`src/rtl/vga_timing_pkg.sv`:
```
// Shared constants and types for the 640x480@60 Hz VGA timing generator.
// Sync indices are in counter terms: hsync spans h_cnt 656..751, vsync spans v_cnt 490..491.
package vga_timing_pkg;

  localparam int COORD_W = 10;

  localparam int VGA_H_ACTIVE = 640;
  localparam int VGA_H_FP     = 16;
  localparam int VGA_H_SYNC   = 96;
  localparam int VGA_H_BP     = 48;
  localparam int VGA_H_TOTAL  = VGA_H_ACTIVE + VGA_H_FP + VGA_H_SYNC + VGA_H_BP;

  localparam int VGA_V_ACTIVE = 480;
  localparam int VGA_V_FP     = 10;
  localparam int VGA_V_SYNC   = 2;
  localparam int VGA_V_BP     = 33;
  localparam int VGA_V_TOTAL  = VGA_V_ACTIVE + VGA_V_FP + VGA_V_SYNC + VGA_V_BP;

  localparam int VGA_HS_START = VGA_H_ACTIVE + VGA_H_FP;
  localparam int VGA_HS_END   = VGA_HS_START + VGA_H_SYNC - 1;
  localparam int VGA_VS_START = VGA_V_ACTIVE + VGA_V_FP;
  localparam int VGA_VS_END   = VGA_VS_START + VGA_V_SYNC - 1;

  typedef enum logic {
    IDLE = 1'b0,
    RUN  = 1'b1
  } vga_state_e;

endpackage

```
`src/rtl/sync_2ff.sv`:
```
// Single-bit two-flop synchroniser for asynchronous status inputs.
// Reset clears both stages to 0, so q lags d by two clock edges.
module sync_2ff (
  input  logic clk_in1,
  input  logic reset,
  input  logic d,
  output logic q
);

  logic meta;

  always_ff @(posedge clk_in1) begin
    if (!reset) begin
      meta <= 1'b0;
      q    <= 1'b0;
    end else begin
      meta <= d;
      q    <= meta;
    end
  end

endmodule

```
`src/rtl/vga_timing_gen.sv`:
```
// VGA timing generator gated by the synchronised MMCM lock status.
// Counters run only in RUN; every RUN entry restarts a full frame at (0,0).
module vga_timing_gen
  import vga_timing_pkg::*;
#(
  parameter int H_ACTIVE = VGA_H_ACTIVE,
  parameter int H_FP     = VGA_H_FP,
  parameter int H_SYNC   = VGA_H_SYNC,
  parameter int H_BP     = VGA_H_BP,
  parameter int V_ACTIVE = VGA_V_ACTIVE,
  parameter int V_FP     = VGA_V_FP,
  parameter int V_SYNC   = VGA_V_SYNC,
  parameter int V_BP     = VGA_V_BP,
  parameter bit HS_POL   = 1'b0,
  parameter bit VS_POL   = 1'b0
) (
  input  logic               clk_in1,
  input  logic               reset,
  input  logic               locked,
  output logic               hsync,
  output logic               vsync,
  output logic               de,
  output logic [COORD_W-1:0] pix_x,
  output logic [COORD_W-1:0] pix_y,
  output logic               line_start,
  output logic               frame_start,
  output logic               running
);

  localparam int H_TOTAL = H_ACTIVE + H_FP + H_SYNC + H_BP;
  localparam int V_TOTAL = V_ACTIVE + V_FP + V_SYNC + V_BP;

  localparam logic [COORD_W-1:0] H_LAST   = COORD_W'(H_TOTAL - 1);
  localparam logic [COORD_W-1:0] V_LAST   = COORD_W'(V_TOTAL - 1);
  localparam logic [COORD_W-1:0] H_ACT    = COORD_W'(H_ACTIVE);
  localparam logic [COORD_W-1:0] V_ACT    = COORD_W'(V_ACTIVE);
  localparam logic [COORD_W-1:0] HS_START = COORD_W'(H_ACTIVE + H_FP);
  localparam logic [COORD_W-1:0] HS_END   = COORD_W'(H_ACTIVE + H_FP + H_SYNC - 1);
  localparam logic [COORD_W-1:0] VS_START = COORD_W'(V_ACTIVE + V_FP);
  localparam logic [COORD_W-1:0] VS_END   = COORD_W'(V_ACTIVE + V_FP + V_SYNC - 1);

  if (H_TOTAL > 1024 || V_TOTAL > 1024) begin : g_bad_total
    $error("vga_timing_gen: H_TOTAL and V_TOTAL must not exceed 1024");
  end

  logic                locked_s;
  vga_state_e          state_q;
  vga_state_e          state_d;
  logic                run_en_p0;
  logic [COORD_W-1:0]  h_cnt;
  logic [COORD_W-1:0]  v_cnt;
  logic                de_p0;
  logic                hs_act_p0;
  logic                vs_act_p0;

  sync_2ff u_lock_sync (
    .clk_in1 (clk_in1),
    .reset   (reset),
    .d       (locked),
    .q       (locked_s)
  );

  always_comb begin
    state_d = state_q;
    case (state_q)
      IDLE:    if (locked_s)  state_d = RUN;
      RUN:     if (!locked_s) state_d = IDLE;
      default: state_d = IDLE;
    endcase
  end

  always_ff @(posedge clk_in1) begin
    if (!reset) state_q <= IDLE;
    else        state_q <= state_d;
  end

  // Counters and outputs advance only while RUN is held; losing lock clears them on the exit edge.
  assign run_en_p0 = (state_q == RUN) && locked_s;

  always_ff @(posedge clk_in1) begin
    if (!reset || !run_en_p0) begin
      h_cnt <= '0;
      v_cnt <= '0;
    end else if (h_cnt == H_LAST) begin
      h_cnt <= '0;
      v_cnt <= (v_cnt == V_LAST) ? '0 : v_cnt + 1'b1;
    end else begin
      h_cnt <= h_cnt + 1'b1;
    end
  end

  assign de_p0     = (h_cnt < H_ACT) && (v_cnt < V_ACT);
  assign hs_act_p0 = (h_cnt >= HS_START) && (h_cnt <= HS_END);
  assign vs_act_p0 = (v_cnt >= VS_START) && (v_cnt <= VS_END);

  // Output register stage: one cycle behind the counters.
  always_ff @(posedge clk_in1) begin
    if (!reset || !run_en_p0) begin
      hsync       <= ~HS_POL;
      vsync       <= ~VS_POL;
      de          <= 1'b0;
      pix_x       <= '0;
      pix_y       <= '0;
      line_start  <= 1'b0;
      frame_start <= 1'b0;
      running     <= 1'b0;
    end else begin
      hsync       <= hs_act_p0 ? HS_POL : ~HS_POL;
      vsync       <= vs_act_p0 ? VS_POL : ~VS_POL;
      de          <= de_p0;
      pix_x       <= de_p0 ? h_cnt : '0;
      pix_y       <= de_p0 ? v_cnt : '0;
      line_start  <= (h_cnt == '0);
      frame_start <= (h_cnt == '0) && (v_cnt == '0);
      running     <= 1'b1;
    end
  end

endmodule

```
`config.mk`:
```
export PLATFORM = sky130hd
export DESIGN_NAME = vga_timing_gen
export DESIGN_NICKNAME = d
export VERILOG_FILES = /design/src/rtl/vga_timing_pkg.sv /design/src/rtl/sync_2ff.sv /design/src/rtl/vga_timing_gen.sv
export SDC_FILE = /design/constraint.sdc
export NUM_CORES = 1
export LEC_CHECK = 0
export CAP_MARGIN = 20
export CORE_ASPECT_RATIO = 0.75
export CORE_UTILIZATION = 45
export DETAILED_ROUTE_END_ITERATION = 7
export PLACE_DENSITY = 0.77
export SLEW_MARGIN = 20
export SYNTH_ARGS = -nofsm -noshare
export SYNTH_HDL_FRONTEND = slang
export SYNTH_HIERARCHICAL = 1
export SYNTH_SLANG_ARGS = --single-unit
export TNS_END_PERCENT = 30
```
`constraint.sdc`:
```
create_clock -name clk_in1 -period 1.54 [get_ports clk_in1]
set_input_delay 0.308 -clock clk_in1 [delete_from_list [all_inputs] [get_ports clk_in1]]
set_output_delay 0.308 -clock clk_in1 [all_outputs]
set_load 0.005 [all_outputs]
```
==> flow_metrics.py, run 1 <==
metrics = {
    "outcome": {
        "status": "finished, violations left",
        "violations": "negative setup slack",
    },
    "drt": {
        "dr_total_vias": 1485,
        "firstDrtPassIters": 4,
        "drt-initial-drc-count": 135,
        "via_per_inst": 5.05,
        "drtAntennaViolNets": 0,
        "drt-total-wl_mm": 3.88,
        "drc": 0,
        "routedWlPerCell_um": 13.2,
    },
    "global_route": {
        "grt_max_degree": 17,
        "antenna_found_initial": 0,
        "grt_pass1_vias": 1359,
        "grt_pass1_wl_mm": 6.56,
        "grtUsageTotal_pct": 20.3,
        "grt_overflow": 0,
    },
    "placement": {
        "placedCellCount": 285,
        "portBuffers": 28,
        "place_congestion": 0.870,
        "dp_hpwl_mm": 2.90,
    },
    "synth": {
        "netlist_area_um2": 1830,
        "yosysTopAreaCell": "dfxtp_1",
        "ys_top_cells_by_area": "dfxtp_1 54%, and2_1 5.8%, nor2_1 3.5%, xor2_1 3.4%, nand3_1 3.3%",
        "yosysSeqAreaShare_pct": 53.7,
        "yosysWarnings": 6,
        "synth-seq-cells": 49,
        "synth_fp_nets": 191,
        "synth.avg_cell_area_um2": 9.93,
        "yosysMostFrequentCell": "dfxtp_1",
        "yosys.area.top_type_share_pct": 53.7,
        "synth_flop_cell": "dfxtp_1",
        "synth_edf_count": 0,
        "async_flop_share_pct": 0,
        "synthTopCellsByCount": "49 x dfxtp_1, 17 x and2_1, 17 x nor2_1",
        "synthCells": 184,
        "ys_types": 35,
    },
    "die": {
        "chipWidth_um": 75.6,
        "num_io_pins": 29,
        "core_area_um2": 3780,
        "initial_core_util_pct": 48.4,
        "num_rows": 19,
        "die_h_um": 57.2,
        "die_area_um2": 4320,
    },
    "worst_hold_path": {
        "hold_depth": 1,
        "hold_class": "register to register",
    },
    "timing": {
        "setup-violations-final": 1,
        "finalCritPeriodShare_pct": 100,
        "rsz0062_at_grt": "true",
        "worst_slack_ns": -0.00421,
        "drv_slew": 0,
        "clock_skew_ns": 0.00805,
        "whs_ns": 0.440,
        "hold_violations": 0,
        "fmax_ghz": 0.648,
        "finalCriticalPeriod_ns": 1.54,
    },
    "worst_setup_path": {
        "endpoint_kind": "register",
        "r2r_cells": 6,
        "arrival_ns": 1.76,
        "crit_fanout": 4,
        "crit_required_ns": 1.76,
        "crit_type": "register to register",
        "start_kind": "register",
    },
    "clock_tree": {
        "cts_buffer_depth": 2,
        "clk_pin_slew_ns": 0.09,
        "cts_max_level": 2,
        "clk_latency_ns": 0.30,
        "clock_sinks": 49,
        "cts_tree": "done",
        "cts-root-buf": "clkbuf_8",
        "cts_buffers": 5,
        "cts_hold_buf": 0,
    },
    "final_layout": {
        "final_core_util_pct": 65.9,
        "multi_input_area_um2": 820,
        "drive_gt1_share_pct": 21.5,
        "syn2layout_area_growth_pct": 36.3,
        "seqCellArea_um2": 985,
        "nNetsFinal": 248,
        "fillers": 291,
        "fin_cells": 294,
        "diodes": 0,
    },
    "power": {
        "vdd_drop_max_uv": 458,
        "power.density_nw_per_um2": 812,
        "p_leak_nw": 0.918,
        "p_total_mw": 2.02,
    },
    "flow_run": {
        "maxCapViolCount": 0,
    },
}
-- worst max-delay path, stage by stage, from the launching register on --
cell and delay (ns):
dfxtp_2 0.36, ha_4 0.15, nand4_1 0.14, nor4_4 0.41, buf_4 0.18, nor2_2 0.03
nor3_1 0.19
-- placed cells by master, fill, tap and decap left out, drive strengths merged, types with 7 or more instances in the layout --
master         count
and2              17
inv                7
xor2               7
nor3               7
nand3             12
nor2              17
nor4               9
clkdlybuf4s50     28
dfxtp             49
buf               30
-- cell families after synthesis --
family	Yosys count	synth area share, %
other	1	0.205
AOI/OAI and AO/OA	12	3.76
muxes	2	1.16
adders and majority gates	4	2.74
DFF	49	53.7
xor gates and xnor gates	12	5.75
buffers and inverters	15	3.90
and+or+nand+nor	89	28.8
-- stage by stage --
step                area (µm²)  TNS (ns)  setup WS [ns]
floorplan                 1850   -0.0112        -0.0112
global placement          2370     -1.02         -0.144
detailed placement        2370     -1.86         -0.217
CTS                       2470         0        0.00165
global route              2490    -0.383        -0.0958
finish                    2490  -0.00421       -0.00421
-- final cells by class --
cell class,count,share of cell area (%)
inverter,7,1.05
clock inverter,3,0.904
timing repair buffer,58,20.3
sequential,49,39.5
multi-input combinational,120,32.9
clock buffer,5,2.76
tap,52,2.61
-- repair_timing --
item / 4_1_cts / 5_1_grt
gates resized for setup: 2 / 4
buffers inserted: 0 / 1
pin swaps: 0 / 1
endpoints found under the setup margin: 7 / 15
-- power by group --
group	switching [mW]	leakage [nW]	internal (mW)
Combinational	0.00434	0.473	0.00974
Clock	0.417	0.0481	0.322
Sequential	0.00131	0.397	1.27
Total	0.422	0.918	1.60
-- path summary, 6_finish.rpt --
path,start,end,slack (ns)
worst max-delay path,h_cnt[0],v_cnt[9],-0.004
worst max register to register,h_cnt[0],v_cnt[9],-0.004
worst min-delay path,u_lock_sync/meta,u_lock_sync/q,0.44
worst min register to register,u_lock_sync/meta,u_lock_sync/q,0.44
-- registers in the layout (all words and copies together) (netlist names), 10 cells and up --
register / count
h_cnt: 10
pix_y: 10
v_cnt: 10
pix_x: 10
-- layer usage --
metal / vias to the layer above / track usage (%) / wire [µm]
li1: 748 / - / -
met1: 681 / 29.5 / 1890
met2: 54 / 30.5 / 1760
met3: 2 / 5.30 / 212
met4: 0 / 3.97 / 21
met5: - / 0 / 0
Power figures use the tool's default switching activity.
==> run 2, diff against run 1 <==
==> constraint.sdc (replaced) <==
create_clock -name clk_in1 -period 1.4 [get_ports clk_in1]
set_input_delay 0.28 -clock clk_in1 [delete_from_list [all_inputs] [get_ports clk_in1]]
set_output_delay 0.28 -clock clk_in1 [all_outputs]
set_load 0.005 [all_outputs]
==> run 2 against run 1 <==
Net effect:
- the flow still finishes with violations (negative setup slack)
- global-route usage grew 1.1 points
- first-iteration DRC count fell by 48%
- sequential power up 10%
- hold slack is essentially flat
- die area is the same
- clock power rose by 13%
- via count is 5.7% higher
- sequential share of layout area decreased by 3.2 points
- largest cell class unchanged
- largest power group unchanged
- highest routed layer unchanged
==> flow_metrics.py, run 2 (synthesis results as in run 1) <==
metrics = {
    "clock_tree": {
        "clock_sinks": 49,
        "cts_max_level": 2,
        "cts_buffer_depth": 2,
        "clk_latency_ns": 0.31,
        "cts_tree": "done",
        "cts_buffers": 5,
        "clk_pin_slew_ns": 0.09,
        "cts_hold_buf": 0,
        "cts-root-buf": "clkbuf_8",
    },
    "worst_setup_path": {
        "start_kind": "register",
        "crit_type": "register to register",
        "crit_fanout": 4,
        "arrival_ns": 1.77,
        "endpoint_kind": "register",
        "cp-startpoint": "h_cnt[1]",
        "r2r_slack_ns": -0.17,
        "crit_required_ns": 1.60,
        "r2r-start": "h_cnt[1]",
    },
    "drt": {
        "drt-total-wl_mm": 4.37,
        "routedWlPerCell_um": 14.1,
        "drtAntennaViolNets": 0,
        "drc": 0,
        "dr_total_vias": 1569,
        "via_per_inst": 5.06,
        "firstDrtPassIters": 4,
        "drt-initial-drc-count": 70,
    },
    "timing": {
        "setup-violations-final": 7,
        "drv_slew": 0,
        "rsz0062_at_grt": "true",
        "tns_ns": -0.690,
        "finalCriticalPeriod_ns": 1.57,
        "fmax_ghz": 0.639,
        "clock_skew_ns": 0.00775,
        "finalCritPeriodShare_pct": 112,
        "worst_slack_ns": -0.166,
        "hold_violations": 0,
    },
    "flow_run": {
        "maxCapViolCount": 0,
    },
    "die": {
        "die_area_um2": 4320,
        "num_io_pins": 29,
        "initial_core_util_pct": 48.4,
        "die_h_um": 57.2,
        "chipWidth_um": 75.6,
        "num_rows": 19,
        "core_area_um2": 3780,
    },
    "global_route": {
        "grtUsageTotal_pct": 21.4,
        "grt_overflow": 0,
        "grt_max_degree": 17,
        "grt_pass1_wl_mm": 6.78,
        "antenna_found_initial": 0,
        "grt_pass1_vias": 1410,
    },
    "final_layout": {
        "nNetsFinal": 264,
        "final_common_cell": "buf_4",
        "drive_gt1_share_pct": 31.8,
        "diodes": 0,
        "fin_cells": 310,
        "final_cell_mix": "45 x buf_4, 42 x dfxtp_1, 17 x and2_1, 17 x dlymetal6s2s_1, 16 x nor2_1",
        "syn2layout_area_growth_pct": 49.0,
        "fillers": 251,
    },
    "placement": {
        "dp_hpwl_mm": 3.00,
        "placedCellCount": 301,
        "portBuffers": 28,
        "place_congestion": 0.858,
    },
    "worst_hold_path": {
        "min_from": "u_lock_sync/meta",
        "hold_class": "register to register",
    },
    "power": {
        "p_leak_nw": 1.32,
        "vdd_drop_max_uv": 524,
        "power.density_nw_per_um2": 826,
        "p_total_mw": 2.25,
    },
    "outcome": {
        "status": "finished, violations left",
        "violations": "negative setup slack",
    },
}
run 2: cell types whose count changed in the layout (fill, tap and decap cells not counted), moves of 4 or more:
cell	change
clkdlybuf4s50_1	-26
buf_4	+15
dlymetal6s2s_1	+17
dlygate4sd2_1	+9
dfxtp_1	-4
dfxtp_2	+4
run 2: layout make-up:
class / count / area, µm² / share of cell area, %
clock buffers: 5 / 68.8 / 2.53
clock inverters: 3 / 22.5 / 0.827
inverters: 7 / 26.3 / 0.965
multi-input cells: 120 / 891 / 32.7
flip-flops and latches: 49 / 990 / 36.3
well taps: 52 / 65.1 / 2.39
repair buffers: 74 / 661 / 24.3
run 2: worst paths after layout:
path,end,cells after the start
worst max-delay path,v_cnt[9],6
worst min-delay path,u_lock_sync/q,1
worst max register to register,v_cnt[9],6
worst min register to register,u_lock_sync/q,1
run 2: per-layer routing:
metal	vias up	GRT usage [%]	wire length, µm
met2	41	29.5	1960
li1	775	-	-
met4	0	10.8	85
met1	746	31.1	2090
met5	-	0	0
met3	7	4.77	234
run 2: worst max-delay path: stages, from the launching register on:
cell and delay (ns):
dfxtp_2 0.36, ha_4 0.15, nand4_1 0.14, nor4_4 0.42, buf_4 0.18, and3_1 0.16
nor3_1 0.05
run 2: per-stage QoR:
stage / hold slack, ns / setup slack (ns) / util [%] / area [µm²]
floorplan: 0.402 / -0.148 / - / 1860
CTS: 0.440 / -0.169 / 69.1 / 2610
global placement: 0.411 / -0.218 / 66.0 / 2490
global route: 0.459 / -0.242 / 72.1 / 2720
finish: 0.439 / -0.166 / 72.1 / 2720
detailed placement: 0.418 / -0.255 / 66.0 / 2490
run 2: repair_timing:
item,in CTS,in global routing
resized for setup,17,33
pin swaps,1,2
buffers inserted,0,1
setup endpoints to repair,21,44
gates cloned,0,0
run 2: where the power goes:
group          total [mW]  switching [mW]  internal, mW
logic              0.0150         0.00499        0.0100
registers            1.40         0.00137          1.40
clock network       0.835           0.481         0.355
total                2.25           0.487          1.76
==> run 3, diff against run 2 <==
--- a/config.mk
+++ b/config.mk
@@ -8,8 +8,9 @@
 export CAP_MARGIN = 20
 export CORE_ASPECT_RATIO = 0.75
 export CORE_UTILIZATION = 45
+export CTS_CLUSTER_SIZE = 12
 export DETAILED_ROUTE_END_ITERATION = 7
-export PLACE_DENSITY = 0.77
+export PLACE_DENSITY = 0.75
 export SLEW_MARGIN = 20
 export SYNTH_ARGS = -nofsm -noshare
 export SYNTH_HDL_FRONTEND = slang
==> constraint.sdc (replaced) <==
create_clock -name clk_in1 -period 1.6 [get_ports clk_in1]
set_input_delay 0.32 -clock clk_in1 [delete_from_list [all_inputs] [get_ports clk_in1]]
set_output_delay 0.32 -clock clk_in1 [all_outputs]
set_load 0.005 [all_outputs]
==> run 3 against run 2 <==
Net effect:
- the flow now finishes without violations
- first-iteration DRC count up 60%
- sequential share of layout area up 3.2 points
- sequential cell count unchanged
- power is 13% lower
- non-clock buffer count fell by 15
- wire length shrank 15%
- largest cell class unchanged
- highest routed layer unchanged
==> flow_metrics.py, run 3 (synthesis results as in run 1) <==
metrics = {
    "clock_tree": {
        "cts_max_level": 2,
        "cts-root-buf": "clkbuf_8",
        "clock_sinks": 49,
        "clk_pin_slew_ns": 0.09,
        "clk_latency_ns": 0.30,
        "cts_buffers": 5,
        "cts_tree": "done",
        "cts_buffer_depth": 2,
    },
    "die": {
        "die_h_um": 57.2,
        "num_io_pins": 29,
        "chipWidth_um": 75.6,
        "die_area_um2": 4320,
        "core_area_um2": 3780,
        "num_rows": 19,
        "initial_core_util_pct": 48.4,
    },
    "timing": {
        "finalCritPeriodShare_pct": 99.7,
        "finalCriticalPeriod_ns": 1.59,
        "clock_skew_ns": 0.0114,
        "drv_slew": 0,
        "fmax_ghz": 0.627,
        "whs_ns": 0.436,
        "setup-violations-final": 0,
        "rsz0062_at_grt": "true",
        "hold_violations": 0,
    },
    "placement": {
        "place_congestion": 0.842,
        "portBuffers": 28,
        "dp_hpwl_mm": 2.71,
        "dpl_cell_area_um2": 2370,
    },
    "final_layout": {
        "diodes": 0,
        "final_area_um2": 2490,
        "final_core_util_pct": 65.8,
        "drive_gt1_share_pct": 20.2,
        "final_common_cell": "dfxtp_1",
        "nNetsFinal": 249,
        "syn2layout_area_growth_pct": 36.1,
        "final_cell_mix": "47 x dfxtp_1, 30 x buf_4, 28 x clkdlybuf4s50_1",
    },
    "drt": {
        "drt-initial-drc-count": 112,
        "drc": 0,
        "firstDrtPassIters": 4,
        "dr_total_vias": 1443,
        "via_per_inst": 4.89,
        "drt-total-wl_mm": 3.71,
        "routedWlPerCell_um": 12.6,
        "drtAntennaViolNets": 0,
    },
    "worst_setup_path": {
        "arrival_ns": 1.83,
        "start_kind": "register",
        "endpoint_kind": "register",
        "crit_fanout": 7,
        "crit_type": "register to register",
        "crit_required_ns": 1.83,
    },
    "power": {
        "switchingPower_uw": 411,
        "power_frac_clock_pct": 36.7,
        "p_sw_share_pct": 21.0,
        "p_total_mw": 1.95,
        "p_leak_nw": 0.927,
        "seqPwrFrac_pct": 62.7,
        "p_comb_share_pct": 0.7,
        "power.density_nw_per_um2": 785,
        "power.internal_mw": 1.54,
        "vdd_drop_max_uv": 520,
    },
    "global_route": {
        "grt_overflow": 0,
        "grt_pass1_wl_mm": 6.00,
        "grt_max_degree": 17,
        "grtUsageTotal_pct": 18.6,
        "antenna_found_initial": 0,
        "grt_pass1_vias": 1259,
    },
    "outcome": {
        "status": "finished clean",
    },
    "worst_hold_path": {
        "hold_class": "register to register",
    },
    "flow_run": {
        "maxCapViolCount": 0,
    },
}
==> run 3: final cells by class <==
type | count | area (µm²)
Clock inverter | 3 | 21.3
Multi-Input combinational cell | 120 | 806
Tap cell | 52 | 65.1
Clock buffer | 5 | 68.8
Inverter | 7 | 26.3
Sequential cell | 49 | 983
Timing Repair Buffer | 59 | 517
Fill cell | 281 | 1290
==> run 3: metrics by stage <==
stage          cells  setup WS [ns]  setup TNS, ns
3_5_place_dp     286         -0.174          -1.07
4_1_cts          294        -0.0209        -0.0278
5_1_grt          295        -0.0697         -0.438
6_report         295        0.00512              0
2_1_floorplan    184        0.00758              0
3_3_place_gp     286         -0.134         -0.585
==> run 3: path summary, 6_finish.rpt <==
check,slack [ns],start,end,cells past startpoint
worst max-delay path,0.005,h_cnt[8],v_cnt[6],4
worst min-delay path,0.44,u_lock_sync/meta,u_lock_sync/q,1
worst max register to register,0.005,h_cnt[8],v_cnt[6],4
worst min register to register,0.44,u_lock_sync/meta,u_lock_sync/q,1
==> run 3: repair_timing <==
| item | in CTS | in global routing |
|---|---|---|
| hold buffers | 0 | 0 |
| pin swaps | 0 | 2 |
| buffers inserted | 0 | 1 |
| setup endpoints to repair | 2 | 15 |
| resized for setup | 0 | 4 |
==> run 3: metal layers <==
metal,GRT usage [%],share of wire (%)
met3,4.77,4.8
met2,25.3,41
met4,6.35,1.5
met5,0,0
met1,28.3,53
==> run 3: critical path, stage by stage, from the launching register on <==
cell and delay, ns:
dfxtp_1 0.48, and3_1 0.27, nand4_4 0.13, or4b_1 0.49, a21oi_1 0.16
==> run 3: power groups by stage <==
stage	clock network [mW]	logic (mW)	registers, mW
floorplan	0	0.00311	1.25
global placement	0	0.0134	1.25
detailed placement	0	0.0135	1.25
CTS	0.732	0.0135	1.22
global route	0.784	0.0151	1.23
finish	0.716	0.0135	1.22
